<file path="config.mk">
export PLATFORM = sky130hd
export DESIGN_NAME = demux2_4
export DESIGN_NICKNAME = d
export VERILOG_FILES = /design/src/rtl/sap_pkg.sv /design/src/rtl/demux_slot.sv /design/src/rtl/demux2_4.sv
export SDC_FILE = /design/constraint.sdc
export NUM_CORES = 1
export LEC_CHECK = 0
export CELL_PAD_IN_SITES_DETAIL_PLACEMENT = 1
export CELL_PAD_IN_SITES_GLOBAL_PLACEMENT = 1
export CORE_MARGIN = 5
export CORE_UTILIZATION = 23
export CTS_CLUSTER_DIAMETER = 30
export DETAILED_ROUTE_END_ITERATION = 10
export PLACE_DENSITY = 0.78
export SLEW_MARGIN = 20
export SYNTH_ARGS = -nofsm -noshare
export SYNTH_HDL_FRONTEND = slang
export SYNTH_HIERARCHICAL = 1
export SYNTH_SLANG_ARGS = --single-unit
export TNS_END_PERCENT = 30
</file>
<file path="constraint.sdc">
create_clock -name clk -period 1 [get_ports clk]
set_input_delay 0.2 -clock clk [delete_from_list [all_inputs] [get_ports clk]]
set_output_delay 0.2 -clock clk [all_outputs]
set_load 0.01 [all_outputs]
</file>
<file path="src/rtl/sap_pkg.sv">
// Shared SAP-1 definitions: address width and the holding-slot state encoding.
package sap_pkg;

    localparam int unsigned ADDR_W = 4;

    typedef enum logic {
        SLOT_EMPTY = 1'b0,
        SLOT_FULL  = 1'b1
    } slot_state_e;

endpackage

</file>
<file path="src/rtl/demux_slot.sv">
// One-entry holding slot with valid/ack handshake; the word is stable while FULL.
module demux_slot
    import sap_pkg::*;
#(
    parameter int unsigned WIDTH = ADDR_W
) (
    input  logic             clk,
    input  logic             reset,
    input  logic             push,
    input  logic [WIDTH-1:0] din,
    input  logic             ack,
    output logic [WIDTH-1:0] dout,
    output logic             valid
);

    slot_state_e      state_q, state_d;
    logic [WIDTH-1:0] data_q, data_d;

    always_comb begin
        state_d = state_q;
        data_d  = data_q;
        unique case (state_q)
            SLOT_EMPTY: begin
                if (push) begin
                    state_d = SLOT_FULL;
                    data_d  = din;
                end
            end
            SLOT_FULL: begin
                // A push in the ack cycle refills without a bubble.
                if (push) begin
                    data_d = din;
                end else if (ack) begin
                    state_d = SLOT_EMPTY;
                end
            end
            default: state_d = SLOT_EMPTY;
        endcase
    end

    always_ff @(posedge clk) begin
        if (reset) begin
            state_q <= SLOT_EMPTY;
            data_q  <= '0;
        end else begin
            state_q <= state_d;
            data_q  <= data_d;
        end
    end

    assign dout  = data_q;
    assign valid = (state_q == SLOT_FULL);

endmodule

</file>
<file path="src/rtl/demux2_4.sv">
// Registered 1:2 address demultiplexer: routes address_in to one of two holding slots.
module demux2_4
    import sap_pkg::*;
#(
    parameter int unsigned WIDTH = ADDR_W
) (
    input  logic             clk,
    input  logic             reset,
    input  logic [WIDTH-1:0] address_in,
    input  logic             select,
    input  logic             load,
    output logic             ready,
    output logic [WIDTH-1:0] address_1,
    output logic             valid_1,
    input  logic             ack_1,
    output logic [WIDTH-1:0] address_2,
    output logic             valid_2,
    input  logic             ack_2
);

    logic push_1;
    logic push_2;

    // ready depends only on the addressed slot, never on load.
    always_comb begin
        ready  = select ? (~valid_2 | ack_2) : (~valid_1 | ack_1);
        push_1 = load & ready & ~select;
        push_2 = load & ready & select;
    end

    demux_slot #(.WIDTH(WIDTH)) u_slot_1 (
        .clk   (clk),
        .reset (reset),
        .push  (push_1),
        .din   (address_in),
        .ack   (ack_1),
        .dout  (address_1),
        .valid (valid_1)
    );

    demux_slot #(.WIDTH(WIDTH)) u_slot_2 (
        .clk   (clk),
        .reset (reset),
        .push  (push_2),
        .din   (address_in),
        .ack   (ack_2),
        .dout  (address_2),
        .valid (valid_2)
    );

endmodule
</file>
-- Word-level counts from Yosys, hierarchy flattened
Cells that the tools add are included.
- output and inout bits: 11
- logic and storage cells: 23
- input bits: 10
- bits in registers: 10
- bitwise gates (word level): 8
- mux-type cells: 11
- operators by type and width (operator ; number):
    $mux W4 ; 2
    $mux W1 ; 7
    $pmux W1 S2 ; 2
    $and A1 B1 Y1 ; 3
    $not A1 Y1 ; 3
    $or A1 B1 Y1 ; 2

-- Logic depth before layout (Yosys ltp)
- depth after elaboration: 7
- gate-level depth with buffers: 5
- gate-level depth less buffers: 4

-- Modules after synthesis
The synthesis kept the hierarchy.
- modules (own cells, without submodules) (module ; seq. area each (um^2) ; area each (um^2) ; instances ; cells an instance):
    demux_slot ; 100.1 ; 181.4 ; 2 ; 17
    demux2_4 ; 0.0 ; 45.0 ; 1 ; 7

-- Worst setup path after synthesis
No wires, ideal clock.
- path kind: flip-flop to flip-flop
- from: register u_slot_1.state_q, in the netlist u_slot_1/valid
- to: register u_slot_1.data_q[0], in the netlist u_slot_1/dout[0]
- path slack: -0.096 ns
- data arrival time: 0.981 ns
- setup time: 0.114 ns
- period minus slack after synthesis: 1.096 ns
- cell stages (with the launch flop): 6
- data required time: 0.886 ns
- buffers on the path: 1
- path through: dfxtp_1 > nor2b_1 > nor3b_2 > buf_6 > mux2i_1 > nor2_1
- cells in the longest elaborated chain, start to end: 5
- ends and longest elaborated chain (what ; RTL line ; text):
    start, declared ; demux_slot.sv:16 ; slot_state_e state_q, state_d;
    start signal, assigned ; demux_slot.sv:46 ; state_q <= state_d;
    $not A1 Y1 ; demux2_4.sv:26 ; ready = select ? (~valid_2 | ack_2) : (~valid_1 | ack_1);
    $or A1 B1 Y1 ; demux2_4.sv:26 ;
    $mux W1 ; demux2_4.sv:26 ;
    $and A1 B1 Y1 (2 in series) ; demux2_4.sv:27 ; push_1 = load & ready & ~select;
    net push_1 ; demux2_4.sv:21 ; logic push_1;
    end signal, assigned ; demux_slot.sv:47 ; data_q <= data_d;
    end, declared ; demux_slot.sv:17 ; logic [WIDTH-1:0] data_q, data_d;
The timed path passes the listed nets, and every way through them passes these cells.
A chain may end at the register's enable or synchronous reset.

-- Final worst setup path
- from: register u_slot_1.state_q, in the netlist u_slot_1/valid
- to: register u_slot_1.data_q[1], in the netlist u_slot_1/dout[1]
The elaborated chain is that of the path after synthesis.

==> results <==
- The flow ran to the end, but the final reports show violations.
- The checks that failed: setup timing.
- The instance area at placement is 686 um^2.
- The combined flip-flop and latch cell area is about 200 um^2.
- The netlist uses 12 different library cells.
- Counting instances in the post-synthesis netlist gives the leading cell types as sky130_fd_sc_hd__dfxtp_1, sky130_fd_sc_hd__mux2i_1, sky130_fd_sc_hd__nor2_1.
- The share of the cycle needed by the critical path after routing is 129%.
- The number of diodes is 0.
- The top cell type by area accounts for 49.1% of the synthesized area.
- Entering global routing, the biggest net connects 6 pins.
- After layout, the worst setup slack is -0.287 ns.
- The routed via count is 398.
- The wire length of the first global-routing pass is 1.77 mm.
- The post-layout instance area is 706 um^2.
- Setup violations remaining at the end of the flow were counted as 8.
- The global route total overflow is 0.
- In this run the standard cell core region covers 0.00171 mm^2.
- The finished layout holds 98 standard cells, fillers aside.
- The number of hold-slack violations in the final timing report is 0.
- CTS saw 10 sinks.
- In this run, placement finished with an instance count of approximately 90.
- The total of warnings raised by yosys is 6.
- The root buffer cell chosen for the clock tree is sky130_fd_sc_hd__clkbuf_4.
- Setup repair after global routing could not meet its margin everywhere.
- Buffers placed on the I/O ports in this run total 20.
- Counting the fill cells in the layout gives between 200 and 250.
- Along the worst hold path, the cell count comes to 3.
- The critical path goes through buf_6 -> nor2b_4 -> nor3b_2 -> buf_4 -> mux2i_1 -> nor2_1.
- Before CTS, the worst setup slack after placement is -0.651 ns.
- The worst hold path begins at ack_2.
- Clock-pin slew was measured on the worst setup and hold paths at 0.06 ns.
- The required time at the endpoint of the critical path is 1.14 ns.
- TritonCTS built the clock tree.
- The initial antenna violation count is 0.
- The number of max-capacitance violations reported is 0.
- The top achievable clock speed is just under 0.8 GHz.
- The relative max-transition margin is 89.7%.
- The sink of the worst hold path is u_slot_2/valid.
- Using the TritonRoute via totals, the vias-per-cell ratio works out to between 4 and 5.
- The via count of the first global-routing pass is approximately 440.
- Cells with a size suffix above 1 make up 46.6% of the layout.
- For this run, design rule violations remaining after detail routing come to 0.
- Counting every instance in the synthesized netlist gives 41.
- For the final database, setup skew stands at between 0.006 and 0.007 ns.
- In the synthesized netlist the dominant register cell turns out to be sky130_fd_sc_hd__dfxtp_1.
- The worst path in the final design needs a cycle of 1.29 ns, including I/O delays and setup.
- The number of buffers added by the clock tree synthesis step is 3.
- The most common cell in the synthesized netlist is sky130_fd_sc_hd__dfxtp_1.
- In this run the worst hold path is classified as input port to flip-flop.
- For this design, the slowest cell found on the critical path is sky130_fd_sc_hd__dfxtp_2.
- The total length of routed met2 wires is 584 um.
- The maximum level of the CTS H-tree is 1.
- The endpoint of the most critical register-to-register path is u_slot_1/dout[1].
- Summing all multi-input logic gate instances after layout gives 194 um^2.
- After detailed routing, no signal wire sits above met3.
- Global routing consumed, over all layers together, 8.83% of the routing resources.
- For this run, the detailed router's first-pass iteration total came to 2.
- The number of nets in the synthesized netlist is slightly above 50.
- The peak ir drop on the vdd network is around 0.75 mV.
- The final number of max-transition violations came to 0.
- The worst setup path is of the flip-flop to flip-flop kind.
- The worst reg2reg path startpoint is u_slot_1/valid.
- At the pin with the least slew margin, the transition time is roughly 0.15 ns.
- The site row count is 15.
- The total wire length is 1.15 mm.
- In this run the vertical extent of the chip is 52.1 um.
- The number of buffers between clock root and the deepest sink is 2.
- The nature of the critical path endpoint is a flip-flop.
- Summed over all failing endpoints, the final setup total negative slack is -1.51 ns.
- The remaining antenna violation count is 0.
- The post-synth design cell area is 408 um^2.
- The initial utilization of the core area, before any placement, comes to 23.9%.
- The number of primary I/O pins is 21.
- For this design the static power due to leakage is 0.321 nW.
- The post-synthesis area per instance is approximately 10 um^2.
- After synthesis, the cell types taking the most area are sky130_fd_sc_hd__dfxtp_1, sky130_fd_sc_hd__mux2i_1, sky130_fd_sc_hd__nor2_1.
- The worst setup path is launched from a flip-flop.
- The congestion estimate from routability-driven global placement came to between 0.6 and 0.7.
- In the final routing, the length of wire on met1 measures 492 um.
- The floorplan die width is between 50 and 60 um.
- For the worst-skew pair, the clock arrives at the later sink with an insertion delay of 0.26 ns.
- The share of the Yosys chip area taken by registers is between 40 and 50%.
- The count of nets after finishing is between 80 and 90.
- The power density over the cells is 1240 mW/mm^2.
- The estimated wirelength of the detail-placed design is around 850 um.
- The peak fanout along the critical path is 5.
- Synthesis inferred 10 register bits.
- Data on the critical path arrives at its endpoint at 1.43 ns.
- The worst register-to-register path has a setup slack of -0.29 ns.
- In the detailed route, the total length drawn on met3 is 71 um.
- For this run, the slowest stage of the critical path takes 0.32 ns.
- The worst reg-to-reg path cell count is 6.
- The post-synthesis async set-or-reset flop share is 0%.
- The layout-stage area growth over the synthesis result is 73.0%.
- The biggest area contributor in the post-synthesis netlist is sky130_fd_sc_hd__dfxtp_1.
- The number of enable flip-flop cells after synthesis is 0.
- The die covers 0.00272 mm^2.
- The average wire length per cell after detail routing is 11.7 um.
- The count of routing violations after the opening detailed-route iteration is 4.
-- power by group --
group,internal [mW],switching [mW],total (mW)
logic,0.105,0.0740,0.179
clock network,0.138,0.124,0.263
registers,0.420,0.0122,0.433
total,0.664,0.210,0.874
-- kinds of logic (layout without fill, tap and decap cells) --
| kind of cell | count (synthesis) | in the layout | synth area share (%) |
|---|---|---|---|
| AND/OR/NAND/NOR | 14 | 14 | 17.8 |
| buffers and inverters | 5 | 37 | 8.28 |
| AO/OA/AOI/OAI | 4 | 4 | 5.21 |
| multiplexers | 8 | 8 | 19.6 |
| flip-flops | 10 | 10 | 49.1 |
-- per-layer routing --
layer  up-vias  track usage [%]
met4         0             3.93
met2        15             16.7
met5         -                0
li1        198                -
met3         0             2.01
met1       185             8.98
-- metrics by stage --
| stage | util, % | total power [mW] | hold WS [ns] |
|---|---|---|---|
| finish | 41.3 | 0.874 | 0.349 |
| global route | 41.3 | 0.913 | 0.371 |
| CTS | 40.7 | 0.879 | 0.345 |
| detailed placement | 40.1 | 0.624 | 0.488 |
| global placement | 40.1 | 0.619 | 0.481 |
| floorplan | - | 0.508 | 0.262 |
-- state kept, by name, summed over array words and instances, names as in the netlist --
name and count:
u_slot_1/dout 4, u_slot_1/valid 1, u_slot_2/dout 4, u_slot_2/valid 1
-- what timing repair did --
action / 4_1_cts / 5_1_grt
gates cloned: 0 / 0
pin swaps: 3 / 2
endpoints found under the setup margin: 21 / 12
hold buffers: 0 / 0
setup buffers: 2 / 1
gates resized for setup: 55 / 3
-- worst max path at each step --
stage	start	to	slack (ns)	cells past startpoint
2_1_floorplan	u_slot_1/valid	u_slot_1/dout[0]	-0.08	5
3_3_place_gp	select	ready	-0.63	4
3_5_place_dp	select	ready	-0.65	4
4_1_cts	u_slot_1/valid	u_slot_1/dout[1]	-0.30	6
5_1_grt	u_slot_1/valid	u_slot_1/dout[1]	-0.37	6
6_report	u_slot_1/valid	u_slot_1/dout[1]	-0.29	6
-- worst max-delay path, delay by kind of cell, from the launching register on --
family,cells,cell delay [ns]
AND/OR/NAND/NOR,3,0.36
multiplexers,1,0.21
buffers and inverters,2,0.29
flip-flops,1,0.32
-- cells in the final DEF, fill, tap and decap left out --
master and n:
sky130_fd_sc_hd__buf_2 9, sky130_fd_sc_hd__buf_4 8, sky130_fd_sc_hd__mux2i_1 8, sky130_fd_sc_hd__nor2_1 8, sky130_fd_sc_hd__dfxtp_1 7, sky130_fd_sc_hd__clkdlybuf4s50_1 5
sky130_fd_sc_hd__buf_6 4, sky130_fd_sc_hd__inv_1 3, sky130_fd_sc_hd__clkbuf_4 3, sky130_fd_sc_hd__dlygate4sd2_1 3, sky130_fd_sc_hd__dfxtp_2 3, sky130_fd_sc_hd__nor3b_2 2
sky130_fd_sc_hd__a21oi_2 2, sky130_fd_sc_hd__nand2b_1 2, sky130_fd_sc_hd__a31oi_1 1, sky130_fd_sc_hd__nand2_1 1, sky130_fd_sc_hd__nor2b_4 1, sky130_fd_sc_hd__clkbuf_2 1
sky130_fd_sc_hd__clkdlybuf4s15_2 1, sky130_fd_sc_hd__a21oi_1 1
-- cell type report --
class / count / area share [%]
clock buffers: 3 / 3.19
inverters: 3 / 1.60
well taps: 25 / 4.43
flip-flops and latches: 10 / 28.9
multi-input cells: 26 / 27.5
repair buffers: 31 / 34.4
No activity file was read; power rests on OpenSTA's default activity.
==> RTL change, RTL diff (same settings) <==
Change the package constant `ADDR_W` from 4 to 5.
--- a/src/rtl/sap_pkg.sv
+++ b/src/rtl/sap_pkg.sv
@@ -3,3 +3,3 @@
 
-    localparam int unsigned ADDR_W = 4;
+    localparam int unsigned ADDR_W = 5;
 
Ports: changed (resized address_1, address_2 and address_in); port bits go from 21 to 24. The function was not compared with the original's and may differ.
==> RTL change against the original RTL <==
Sequential cell count is 2 higher; final area is 21% higher; the run still ends with setup timing left; hold slack better by 0.0024 ns; combinational power is 27% higher; clock skew is 0.0054 ns lower; fmax is 2.7% lower; critical path depth stayed put; routed wire length is 36% higher; final cell count is 12% higher; worst setup slack worse by 0.036 ns; area after synthesis is 17% higher; power is 29% higher.
==> RTL change: results (changes against the original RTL) <==
* Crit path to: u_slot_1/dout[4]
* Met2 wire length at 769 µm (+32%)
* Comb pwr share at 0.201 (-0.004)
* Non-CTS buffers at 34 (+9.7%)
* Global Route met2 Usage at 0.188 (+0.0201)
* Wl on met1 at 666 µm (+35%)
* Routability cong. at 0.731 (+17%)
* R2R Path End: u_slot_1/dout[4]
* Buffer share of cell area at 0.330 (-0.0136)
* Setup slack at placement at -0.710 ns (-0.0596 ns)
* Sw Pwr at 275 µW (+30%)
* Hpwl dp at 1160 µm (+37%)
* Pleak at 0.000384 µW (+20%)
* Footprint of the multi-input gates at 241 µm² (+25%)
* Worst-path clk slew at 0.08 ns (+0.02 ns)
* Final worst slack at -0.323 ns (-0.0359 ns)
* Least-Margin Pin Slew at 0.216 ns (+0.0661 ns)
* DR WL/cell at 14.1 µm (+21%)
* Final setup viols at 14 (+6)
* Syn nets at 58 (+14%)
* Multi-input gates at 30 (+15%)
* Peak VDD IR at 638 µV (-15%)
* Hold slack at 0.351 ns (+0.00243 ns)
* Status: complete, but fails checks
* Met3 usage at 0.0443 (+0.0242)
* Setup Skew at 0.00109 ns (-0.00535 ns)
* First-pass GRT wire length at 2570 µm (+45%)
* DP Cell Count at 105 (+14%)
* Gr usage total at 0.110 (+0.0213)
* DR iter-0 viols at 1 (-3)
* Ranking of synthesized cells by area: dfxtp_1 (51%), mux2i_1 (21%), nor2_1 (7.9%)
* Synth Instances at 47 (+15%)
* Post-synth top cells: dfxtp_1 (12), mux2i_1 (10), nor2_1 (10), a21oi_1 (3), inv_1 (3)
* Failing checks: setup timing
* Internal at 855 µW (+29%)
* Multi-input combinational area share at 0.282 (+0.00734)
* Max Used Layer: met4
* Final TNS setup at -2.37 ns (-0.860 ns)
* Largest net degree at the start of global routing at 13 (+7)
-- RTL change: cell count changes in the layout (fill, tap and decap cells not counted), moves of 2 or more --
cell and change:
buf_2 +2, mux2i_1 +2, nor2_1 +2, buf_6 +2
dfxtp_1 -3, dfxtp_2 +5, buf_4 -2
-- RTL change: kinds of logic (layout without fill, tap and decap cells) --
group           after synthesis  after routing  share of synthesized area
simple gates                 16             16                      0.168
flops                        12             12                      0.505
mux                          10             10                      0.211
compound gates                4              4                     0.0447
buf+inv                       5             41                     0.0710
-- RTL change: critical path, stage by stage (launching register included) --
cell,delay (ns)
dfxtp_2,0.33
buf_6,0.11
nor2b_4,0.12
nor3b_4,0.23
buf_4,0.16
mux2i_1,0.20
nor2_1,0.07
-- RTL change: timing repair --
item | in CTS | in global routing
gates cloned | 0 | 0
hold endpoints to repair | 0 | 0
pin swaps | 2 | 1
endpoints found under the setup margin | 25 | 16
resized for setup | 70 | 6
setup buffers | 1 | 0
